===== config.mk =====
export PLATFORM = sky130hd
export DESIGN_NAME = id_ex_stage
export DESIGN_NICKNAME = d
export VERILOG_FILES = /design/src/rtl/id_ex_stage.sv
export SDC_FILE = /design/constraint.sdc
export NUM_CORES = 1
export LEC_CHECK = 0
export ABC_AREA = 1
export CAP_MARGIN = 20
export CELL_PAD_IN_SITES_DETAIL_PLACEMENT = 1
export CELL_PAD_IN_SITES_GLOBAL_PLACEMENT = 1
export CORE_MARGIN = 2
export CORE_UTILIZATION = 28
export CTS_BUF_LIST = sky130_fd_sc_hd__clkbuf_16
export DETAILED_ROUTE_END_ITERATION = 10
export PLACE_DENSITY_LB_ADDON = 0.1
export SLEW_MARGIN = 15
export SYNTH_ARGS = -nofsm -noshare
export SYNTH_HDL_FRONTEND = slang
export SYNTH_SLANG_ARGS = --single-unit

===== constraint.sdc =====
create_clock -name clk_i -period 2.4 [get_ports clk_i]
set_input_delay 0.24 -clock clk_i [delete_from_list [all_inputs] [get_ports clk_i]]
set_output_delay 0.24 -clock clk_i [all_outputs]
set_load 0.05 [all_outputs]

===== src/rtl/id_ex_stage.sv =====
// id_ex_stage: ID/EX pipeline register for the MS108 CPU.
// Latches the instruction and operands, decodes the opcode into an ALU op
// and immediate-select bit, applies prioritised forwarding, and supports
// stall, flush, illegal-opcode detection and a saturating stall counter.
module id_ex_stage #(
    parameter int DATA_W  = 32,
    parameter int IR_W    = 32,
    parameter int NUM_FWD = 2,
    parameter int CNT_W   = 16
) (
    input  logic                      clk_i,
    input  logic                      rst_i,
    input  logic                      valid_i,
    input  logic                      stall_i,
    input  logic                      flush_i,
    input  logic [IR_W-1:0]           IR_i,
    input  logic [DATA_W-1:0]         data1_i,
    input  logic [DATA_W-1:0]         data2_i,
    input  logic [DATA_W-1:0]         data3_i,
    input  logic [NUM_FWD*DATA_W-1:0] fwd_data_i,
    input  logic [NUM_FWD-1:0]        fwd_hit1_i,
    input  logic [NUM_FWD-1:0]        fwd_hit2_i,
    output logic [IR_W-1:0]           IR_o,
    output logic [DATA_W-1:0]         data1_o,
    output logic [DATA_W-1:0]         data2_o,
    output logic [DATA_W-1:0]         data3_o,
    output logic [2:0]                op_o,
    output logic                      control_o,
    output logic                      valid_o,
    output logic                      illegal_o,
    output logic [CNT_W-1:0]          stall_cnt_o
);

    localparam logic [2:0] OP_ADD = 3'd0;
    localparam logic [2:0] OP_MUL = 3'd1;
    localparam logic [2:0] OP_SLL = 3'd2;
    localparam logic [2:0] OP_BGE = 3'd3;

    localparam logic [CNT_W-1:0] CNT_MAX = {CNT_W{1'b1}};

    logic [3:0]        opcode;
    logic              dec_legal;
    logic [2:0]        dec_op;
    logic              dec_ctrl;
    logic              dec_zero_d1;
    logic [DATA_W-1:0] map_d1;
    logic [DATA_W-1:0] map_d2;
    logic [DATA_W-1:0] map_d3;
    logic [DATA_W-1:0] fwd_d1;
    logic [DATA_W-1:0] fwd_d2;

    assign opcode = IR_i[IR_W-1 -: 4];

    // Decode opcode into ALU op, immediate select and operand mapping
    always_comb begin
        dec_legal   = 1'b1;
        dec_op      = OP_ADD;
        dec_ctrl    = 1'b0;
        dec_zero_d1 = 1'b0;
        map_d1      = data1_i;
        map_d2      = data2_i;
        map_d3      = data3_i;
        case (opcode)
            4'h0, 4'h1, 4'h4: begin
                dec_ctrl = 1'b1;
            end
            4'h3: begin
                dec_ctrl = 1'b0;
            end
            4'h5: begin
                dec_op   = OP_SLL;
                dec_ctrl = 1'b1;
            end
            4'h6: begin
                dec_op = OP_MUL;
            end
            4'h9: begin
                dec_op   = OP_MUL;
                dec_ctrl = 1'b1;
            end
            4'h2, 4'h8: begin
                dec_ctrl    = 1'b1;
                dec_zero_d1 = 1'b1;
                map_d1      = '0;
                map_d3      = '0;
            end
            4'h7: begin
                dec_op   = OP_BGE;
                dec_ctrl = 1'b1;
                map_d2   = data3_i;
                map_d3   = data2_i;
            end
            default: begin
                dec_legal = 1'b0;
                map_d1    = '0;
                map_d2    = '0;
                map_d3    = '0;
            end
        endcase
    end

    // Forwarding: lowest-index hit wins, so scan from the highest index down
    always_comb begin
        fwd_d1 = map_d1;
        fwd_d2 = map_d2;
        for (int k = NUM_FWD - 1; k >= 0; k--) begin
            if (fwd_hit1_i[k] && !dec_zero_d1) begin
                fwd_d1 = fwd_data_i[k*DATA_W +: DATA_W];
            end
            if (fwd_hit2_i[k]) begin
                fwd_d2 = fwd_data_i[k*DATA_W +: DATA_W];
            end
        end
    end

    // Pipeline register: reset > flush > stall > capture (or bubble)
    always_ff @(posedge clk_i) begin
        if (rst_i) begin
            IR_o        <= '0;
            data1_o     <= '0;
            data2_o     <= '0;
            data3_o     <= '0;
            op_o        <= OP_ADD;
            control_o   <= 1'b0;
            valid_o     <= 1'b0;
            illegal_o   <= 1'b0;
            stall_cnt_o <= '0;
        end else if (flush_i) begin
            IR_o      <= '0;
            data1_o   <= '0;
            data2_o   <= '0;
            data3_o   <= '0;
            op_o      <= OP_ADD;
            control_o <= 1'b0;
            valid_o   <= 1'b0;
            illegal_o <= 1'b0;
        end else if (stall_i) begin
            illegal_o <= 1'b0;
            if (stall_cnt_o != CNT_MAX) begin
                stall_cnt_o <= stall_cnt_o + 1'b1;
            end
        end else if (valid_i) begin
            IR_o      <= IR_i;
            valid_o   <= dec_legal;
            illegal_o <= !dec_legal;
            if (dec_legal) begin
                data1_o   <= fwd_d1;
                data2_o   <= fwd_d2;
                data3_o   <= map_d3;
                op_o      <= dec_op;
                control_o <= dec_ctrl;
            end else begin
                data1_o   <= '0;
                data2_o   <= '0;
                data3_o   <= '0;
                op_o      <= OP_ADD;
                control_o <= 1'b0;
            end
        end else begin
            IR_o      <= '0;
            data1_o   <= '0;
            data2_o   <= '0;
            data3_o   <= '0;
            op_o      <= OP_ADD;
            control_o <= 1'b0;
            valid_o   <= 1'b0;
            illegal_o <= 1'b0;
        end
    end

endmodule


Word level (Yosys, flattened, before mapping). Index checks and enable logic that the tools add are counted.

$add $sub $neg: 1. $mul: 0. Divide/modulo/power cells: 0. $lt $le $gt $ge: 0. Equal/unequal tests: 10. Shift operators: 0. Multiplexer cells: 23. Bitwise operators: 2. Reduce and logical (&&, ||, !) cells: 15.

Operators by type and width (count): 32-bit two-way mux (12); 32-bit case mux with 2 select lines (2); 16-bit by 1-bit adder with 16-bit output (second input constant) (1); 4-bit by 3-bit equality test with 1-bit output (second input constant) (4); 16-bit != test (second input constant) (1); 8-bit OR reduction (2); 10-bit OR reduction (1); 9-bit OR reduction (1); 4-bit by 2-bit equality test with 1-bit output (second input constant) (2); 4-bit equality test (second input constant) (2); 7-bit OR reduction (1); 1-bit two-way mux (6); 3-bit two-way mux (2); 2-bit case mux with 3 select lines (1); 2-bit OR reduction (3); 4-bit by 1-bit equality test with 1-bit output (second input constant) (1); 4-bit zero test (1); 4-bit OR reduction (1); 3-bit AND reduction (1); 1-bit logical AND (2); 1-bit zero test (2); 1-bit inverter (2).

Bits in registers: 150. Latch bits: 0. Memory bits (writable): 0. ROM bits: 0. Bits of input ports: 201. Output and inout port bits: 150. Word-level logic and storage cells: 60. Memories kept: 0.

Depth between registers and ports, before layout. Gate-level depths: netlist of the first run.

Depth in word-level cells: 9. Depth in mapped cells: 13. Mapped depth without buffers: 12.

Least setup slack after synthesis of the first run. OpenSTA, ideal clock, no wires.

Path kind: register -> register. Start: register stall_cnt_o[0]. End: register stall_cnt_o[3]. Library setup time: 0.146 ns. Arrival: 1.980 ns. Required time: 2.254 ns. Slack: 0.274 ns. Cell stages (with the launch flop): 10. Buffers on the path: 1. Clock period less this slack: 2.126 ns. Cell sequence: dfxtp_1 ha_1 nand3_1 nor3_1 nand3_1 nand3_1 clkbuf_1 nor2_1 o21ai_0 a21oi_1.

Cells in the longest elaborated chain, start to end: 2. Elaborated cells on any way between the ends: 3. Those cells by class: 1 x add/sub; 1 x eq/ne; 1 x reduce/logical.

Ends and longest elaborated chain: start: declaration (RTL line 31) `output logic [CNT_W-1:0] stall_cnt_o`; start signal: assignment (RTL line 140) `stall_cnt_o <= stall_cnt_o + 1'b1;`; parallel branches: the longest is 2 deep, another holds 16-bit by 1-bit adder with 16-bit output.

Several ways; the timed one is not identified. A chain may end at the register's enable or synchronous reset.

Final worst setup path of the first run.
Start: register stall_cnt_o[5]. End: output stall_cnt_o[5].

No word-level cell between the ends.

==> results.md, run 1 <==
- Number of setup violations in the final report: 0
- Crit. End Element: primary output
- Drt initial violations: approximately 430
- Number of warnings issued by yosys: 0
- Run status: finished, final reports clean
- Stages on worst setup path: 1
- Final worst-path cycle share: 81.9%
- Max-capacitance violation count: 0
- Path class of the lowest-slack min-delay path: input pin to register
- Antenna-violating nets left: 0
- Power density of the placed cells: 541 nW/um^2
- Critical R2R Capture: stall_cnt_o[3]
- Avg Inst Size Synth: 6.04 sq um
- Starting utilization of the core area: 28.3%
- Crit path largest cell delay: between 800 and 900 ps
- Number of clock buffers inserted by TritonCTS: 17
- Dominant cell type by area after synthesis: dfxtp_1
- Critical path launch point: stall_cnt_o[5]
- Total Negative Setup Slacks: 0 ps
- Clock sink count: 149
- Placed cell count: roughly 2000
- DR vias/cell: 4.83
- Skew-Pair Late Insertion Delay: 430 ps
- Detailed placement HPWL: ~27 mm
- Sequential-to-total area share from yosys stat: 38.0%
- Final weighted congestion in routability-driven placement: 0.882
- Depth of the worst register-to-register path: 9
- Antenna violations before repair: 3
- First-pass detailed-route iteration total: 4
- Hold Buf Count CTS: 0
- Worst Min Path Start: stall_i
- Final critical delay including setup and external delays: 1970 ps
- Remaining global-route overflow: 0
- Number of port buffers: 349
- Netlist area before placement: between 7000 and 8000 sq um
- Die area: 29400 sq um
- Overall via count from detail_route: a little under 10000
- Post-CTS clock slew at the launch and capture registers of the worst setup and hold paths: 70 ps
- Postcts setup bufs: 0
- Crit Path Max Fanout: 6
- Most frequent cells in the layout: nand2_1, clkdlybuf4s50_1, a21oi_1
- Wire length of the first global-routing pass: roughly 55 mm
- Worst r2r src: stall_cnt_o[0]
- Non-filler instance count after layout: 2001
- Number of pins exceeding their max-slew limit in the final report: 0
- Standard cell area after detailed placement: 11800 sq um
- Proportion of layout cells with a drive suffix above 1: between 4 and 5%
- Worst max-slew margin expressed relative to the limit: 43.0%
- CTS-repair resized insts: 0
- Number of buffer and inverter stages on the critical path: 1
- Final clock skew: 12.0 ps
- Synth unique cells: 26
- Data arrival time of the critical path: 1730 ps
- Synth top area share: 38.0%
- Startpoint Class: register
- Design Area, Final: between 10000 and 15000 sq um
- Capture point of the critical path: stall_cnt_o[5]
- Crit-path cells: clkdlybuf4s50_1
- DRC viols: 0
- Setup repair after global routing missed its margin: false
- # rows: 61
- Maximum buffer depth of the clock tree: 2
- Crit path max-delay family: buffers and inverters
- Synth Net Count: 1501
- Static leakage: 0.00488 uW
- Worst endpoint required time: 2160 ps
- Category of the most critical setup path: register to primary output
- Nets: 1812
- Die Y: 171 um
- Pin count of the biggest net entering global routing: 70
- Total wirelength of the detailed-routed design: 36.6 mm
- Number of global-route vias before repair: 9837
- Fmax: ~0.51 GHz
- Relative area change from synthesis to final layout: 58.0%
- Clock root cell: clkbuf_16
- Number of ports placed on the die boundary: 351
- Actual transition at the worst max-transition pin: 855 ps
- Hold Vio Cnt, Final: 0
- PnR Total Power: 6700 uW
- Core region area: 27700 sq um
- All-layer global routing usage: 24.5%
- Deepest level of the CTS H-tree: 4
- Post-Syn Instances: around 1300
- Most frequent standard cell in the layout excluding fill and tap cells: nand2_1
- DR WL/cell: 18.3 um
- Post-route worst hold slack: 287 ps
- TritonCTS clock tree: yes
- Critical Path Slowest Stage Cell: clkdlybuf4s50_1
- Slack of the worst reg-to-reg path: about 600 ps
- Largest cells by area after synthesis: dfxtp_1, nand2_1, a21oi_1
- Worst-case vdd ir drop: 455 uV
- FF+latch count, synth: roughly 150
- Die W: 171 um
worst reg2reg max path, stage by stage, from the launching register on:
cell and delay, ps:
dfxtp_1 390, ha_1 210, nand3_1 130, nor3_1 240, nand3_1 110, nand3_1 130
buf_4 200, nor2_1 70, o21ai_0 140, a21oi_1 60
cell type report:
class / count / area (sq um)
Antenna cell: 2 / 5.00
Clock buffer: 17 / 425
Clock inverter: 13 / 159
Fill cell: 3554 / 15300
Inverter: 30 / 114
Multi-Input combinational cell: 1028 / 4350
Sequential cell: 149 / 2980
Tap cell: 378 / 473
Timing Repair Buffer: 384 / 3890
cell usage after synthesis (all sizes together):
master and n:
nand2 560, a21oi 175, dfxtp 149, nor2 125, nand3 106, clkbuf 61
nor3 38, buf 31, inv 29, o21ai 12, xnor2 4, xor2 2
a31oi 1, clkinv 1, conb 1, ha 1, nand3b 1, nand4 1
nor4 1
report_power, final:
part	internal, uW	switching, uW
sequential	2510	22.1
clock	1630	1170
combinational	583	796
total	4720	1990
through the flow:
stage	setup slack [ps]	utilization [%]
after floorplan	274	-
after global placement	151	42.5
after detailed placement	74.7	42.5
after CTS	420	44.6
after global routing	262	44.7
final	434	44.8
routing by layer:
metal	track usage [%]	routed length (um)
met1	28.1	15100
met2	44.4	18500
met3	7.39	2730
met4	5.34	401
met5	0	13
sequential cells by signal, indices dropped and copies added, names as in the netlist:
| name | cells |
|---|---|
| data2_o | 32 |
| illegal_o | 1 |
| control_o | 1 |
| data3_o | 32 |
| data1_o | 32 |
| op_o | 2 |
| valid_o | 1 |
| IR_o | 32 |
| stall_cnt_o | 16 |
logic make-up after synthesis:
| group | share of synthesized area (%) |
|---|---|
| compound gates | 12.0 |
| xor+xnor | 0.669 |
| fa+ha+maj | 0.159 |
| buf+inv | 6.84 |
| flops | 38.0 |
| other cells | 0.0478 |
| simple gates | 42.3 |
worst min path at each step:
stage	endpoint	slack, ps	depth (start not counted)
2_1_floorplan	IR_o[0]	370	2
5_1_grt	stall_cnt_o[6]	310	5
6_report	stall_cnt_o[6]	290	5
3_3_place_gp	data1_o[5]	440	2
4_1_cts	stall_cnt_o[6]	270	5
3_5_place_dp	data1_o[5]	450	2
Note: power is estimated with default switching activity, not from simulation.
==> inputs of run 2 (changes only) <==
--- a/config.mk
+++ b/config.mk
@@ -10,7 +10,7 @@
 export CELL_PAD_IN_SITES_DETAIL_PLACEMENT = 1
 export CELL_PAD_IN_SITES_GLOBAL_PLACEMENT = 1
 export CORE_MARGIN = 2
-export CORE_UTILIZATION = 28
+export CORE_UTILIZATION = 25
 export CTS_BUF_LIST = sky130_fd_sc_hd__clkbuf_16
 export DETAILED_ROUTE_END_ITERATION = 10
 export PLACE_DENSITY_LB_ADDON = 0.1
==> constraint.sdc (replaced) <==
create_clock -name clk_i -period 1.74 [get_ports clk_i]
set_input_delay 0.174 -clock clk_i [delete_from_list [all_inputs] [get_ports clk_i]]
set_output_delay 0.174 -clock clk_i [all_outputs]
set_load 0.05 [all_outputs]
==> run 2 against run 1 <==
Wire length rose by 2.3%. Sequential power rose by 38%. Critical path type unchanged. Utilization fell by 3.4 points. Register-to-register slack got worse by 450 ps. Highest routed layer unchanged. Clock power rose by 34%.
==> results.md, run 2 (synthesized netlist as in run 1, its figures left out) <==
- Skew-Pair Late Insertion Delay: 430 ps (about the same)
- Standard cell area after detailed placement: 12100 sq um (+2.8%)
- First-pass detailed-route iteration total: 5 (+1)
- Design Area, Final: 12700 sq um (+2.5%)
- DRC viols: 0 (unchanged)
- Count of cells along the worst hold path: 3 (-2)
- Final clock skew: 7.59 ps (-4.38 ps)
- Antenna violations before repair: 3 (unchanged)
- Worst r2r src: stall_cnt_o[0]
- # rows: 64 (+4.9%)
- PnR Total Power: 9260 uW (+38%)
- Number of port buffers: 349 (unchanged)
- Most frequent cells in the layout: nand2_1, clkdlybuf4s50_1, a21oi_1
- Wire length of the first global-routing pass: 57.3 mm (+3.4%)
- Remaining global-route overflow: 0 (unchanged)
- Maximum buffer depth of the clock tree: 2 (unchanged)
- Run status: finished, final reports clean
- Final critical delay including setup and external delays: roughly 1600 ps
- Post-CTS clock slew at the launch and capture registers of the worst setup and hold paths: 70 ps (about the same)
- Deepest level of the CTS H-tree: 4 (unchanged)
- Clock sink count: 149 (unchanged)
- Actual transition at the worst max-transition pin: 802 ps (-53.3 ps)
- Die Y: 181 um (+5.7%)
- DR vias/cell: 4.73 (-2.1%)
- Crit. End Element: primary output
- Crit Path Max Fanout: 5 (-1)
- TritonCTS clock tree: yes
- Number of ports placed on the die boundary: 351 (unchanged)
- Critical path launch point: stall_cnt_o[5]
- Pin count of the biggest net entering global routing: 70 (unchanged)
- Total Negative Setup Slacks: 0 ps (unchanged)
- Category of the most critical setup path: register to primary output
- Capture endpoint of the worst hold path: IR_o[4]
- Number of global-route vias before repair: 10100 (+2.6%)
- Drt initial violations: 388 (-10%)
- Setup repair after global routing missed its margin: false
- Layout fillers: 3963 (+12%)
- Util after Layout: 41.3% (-3.4 points)
- Number of clock buffers inserted by TritonCTS: 17 (unchanged)
- Critical R2R Capture: stall_cnt_o[10]
- Nets: 1856 (+2.4%)
- Worst endpoint required time: 1570 ps (-590 ps)
- Die W: 181 um (+5.7%)
- Sequential Area: 3000 sq um (+0.63%)
- DR WL/cell: 18.2 um (-0.90%)
- Data arrival time of the critical path: 1410 ps (-320 ps)
- Non-filler instance count after layout: 2065 (+3.2%)
- Static leakage: 0.00576 uW (+18%)
- Antenna-violating nets left: 0 (unchanged)
- Core region area: 30700 sq um (+11%)
- Power density of the placed cells: 729 nW/um^2 (+35%)
- Worst-case vdd ir drop: 689 uV (+52%)
- Slack of the worst reg-to-reg path: 160 ps (-450 ps)
- Area taken by multi-input logic gates: 4440 sq um (+1.9%)
- Die area: 32800 sq um (+12%)
- Startpoint Class: register
- Total wirelength of the detailed-routed design: 37.5 mm (+2.3%)
- Proportion of layout cells with a drive suffix above 1: 11.2% (+6.4 points)
- Number of pins exceeding their max-slew limit in the final report: 0 (unchanged)
- Fmax: 0.631 GHz
- Number of setup violations in the final report: 0 (unchanged)
- Placed cell count: 2026 (+2.9%)
- Worst Min Path Start: stall_i
- Final weighted congestion in routability-driven placement: 0.825 (-6.5%)
- Overall via count from detail_route: 9770 (+1.0%)
- All-layer global routing usage: 22.3% (-2.1 points)
- Depth of the worst register-to-register path: 11 (+2)
- Starting utilization of the core area: 25.5% (-2.8 points)
- Max-capacitance violation count: 0 (unchanged)
- Worst max-slew margin expressed relative to the limit: 46.5% (+3.6 points)
- Path class of the lowest-slack min-delay path: input pin to register
- Most frequent standard cell in the layout excluding fill and tap cells: nand2_1
- Clock root cell: clkbuf_16
- Detailed placement HPWL: 27.5 mm (+1.5%)
- Relative area change from synthesis to final layout: 61.9%
- Hold Vio Cnt, Final: 0 (unchanged)
- Final worst-path cycle share: 91.1%
run 2: cell types whose count changed in the layout (fill, tap and decap cells not counted), sizes merged, moves of 3 or more:
cell	change
clkbuf	+3
clkdlybuf4s50	-153
dlygate4sd2	+109
buf	+84
run 2: worst max path at each step:
| stage | endpoint | cells past startpoint |
|---|---|---|
| after floorplan | stall_cnt_o[3] | 8 |
| after global placement | data2_o[19] | 15 |
| after detailed placement | data2_o[17] | 15 |
| after CTS | data3_o[24] | 14 |
| after global routing | data1_o[20] | 14 |
| final | stall_cnt_o[5] | 2 |
run 2: cell type report:
type / instances / share of cell area, %
repair buffers: 428 / 32.1
multi-input cells: 1028 / 34.9
inverters: 30 / 0.896
flip-flops and latches: 149 / 23.6
well taps: 396 / 3.90
diodes: 2 / 0.0394
clock inverters: 14 / 0.965
clock buffers: 18 / 3.54
run 2: stage by stage:
stage          hold WS [ps]  worst slack, ps
3_5_place_dp            455             -515
2_1_floorplan           305            0.338
4_1_cts                55.2             1.32
5_1_grt                77.8             29.7
6_report               93.2              155
3_3_place_gp            451             -412
run 2: metal layers:
layer  vias up  share of wire (%)  routed length (um)  GRT usage (%)
met3        30                5.4                2020           4.72
li1       4873                  -                   -              -
met2       264                 47               17600           37.6
met4         2                1.3                 479           5.43
met1      4601                 46               17400           29.1
met5         -              0.035                  13              0
run 2: what timing repair did:
action	in CTS	in global routing
setup buffers	0	3
hold buffers	0	0
endpoints found under the setup margin	146	100
cloned	0	2
pin swaps	0	2
resized for setup	112	18
run 2: worst max-delay path, cell delays in order (launching register included):
cell           delay [ps]
dfxtp_2               330
buf_4                 130
dlygate4sd2_1         520
run 2: power breakdown:
| group | internal (uW) | switching, uW | total (uW) |
|---|---|---|---|
| registers | 3460 | 31.3 | 3490 |
| clock network | 2060 | 1690 | 3750 |
| logic | 877 | 1140 | 2020 |
| total | 6400 | 2860 | 9260 |
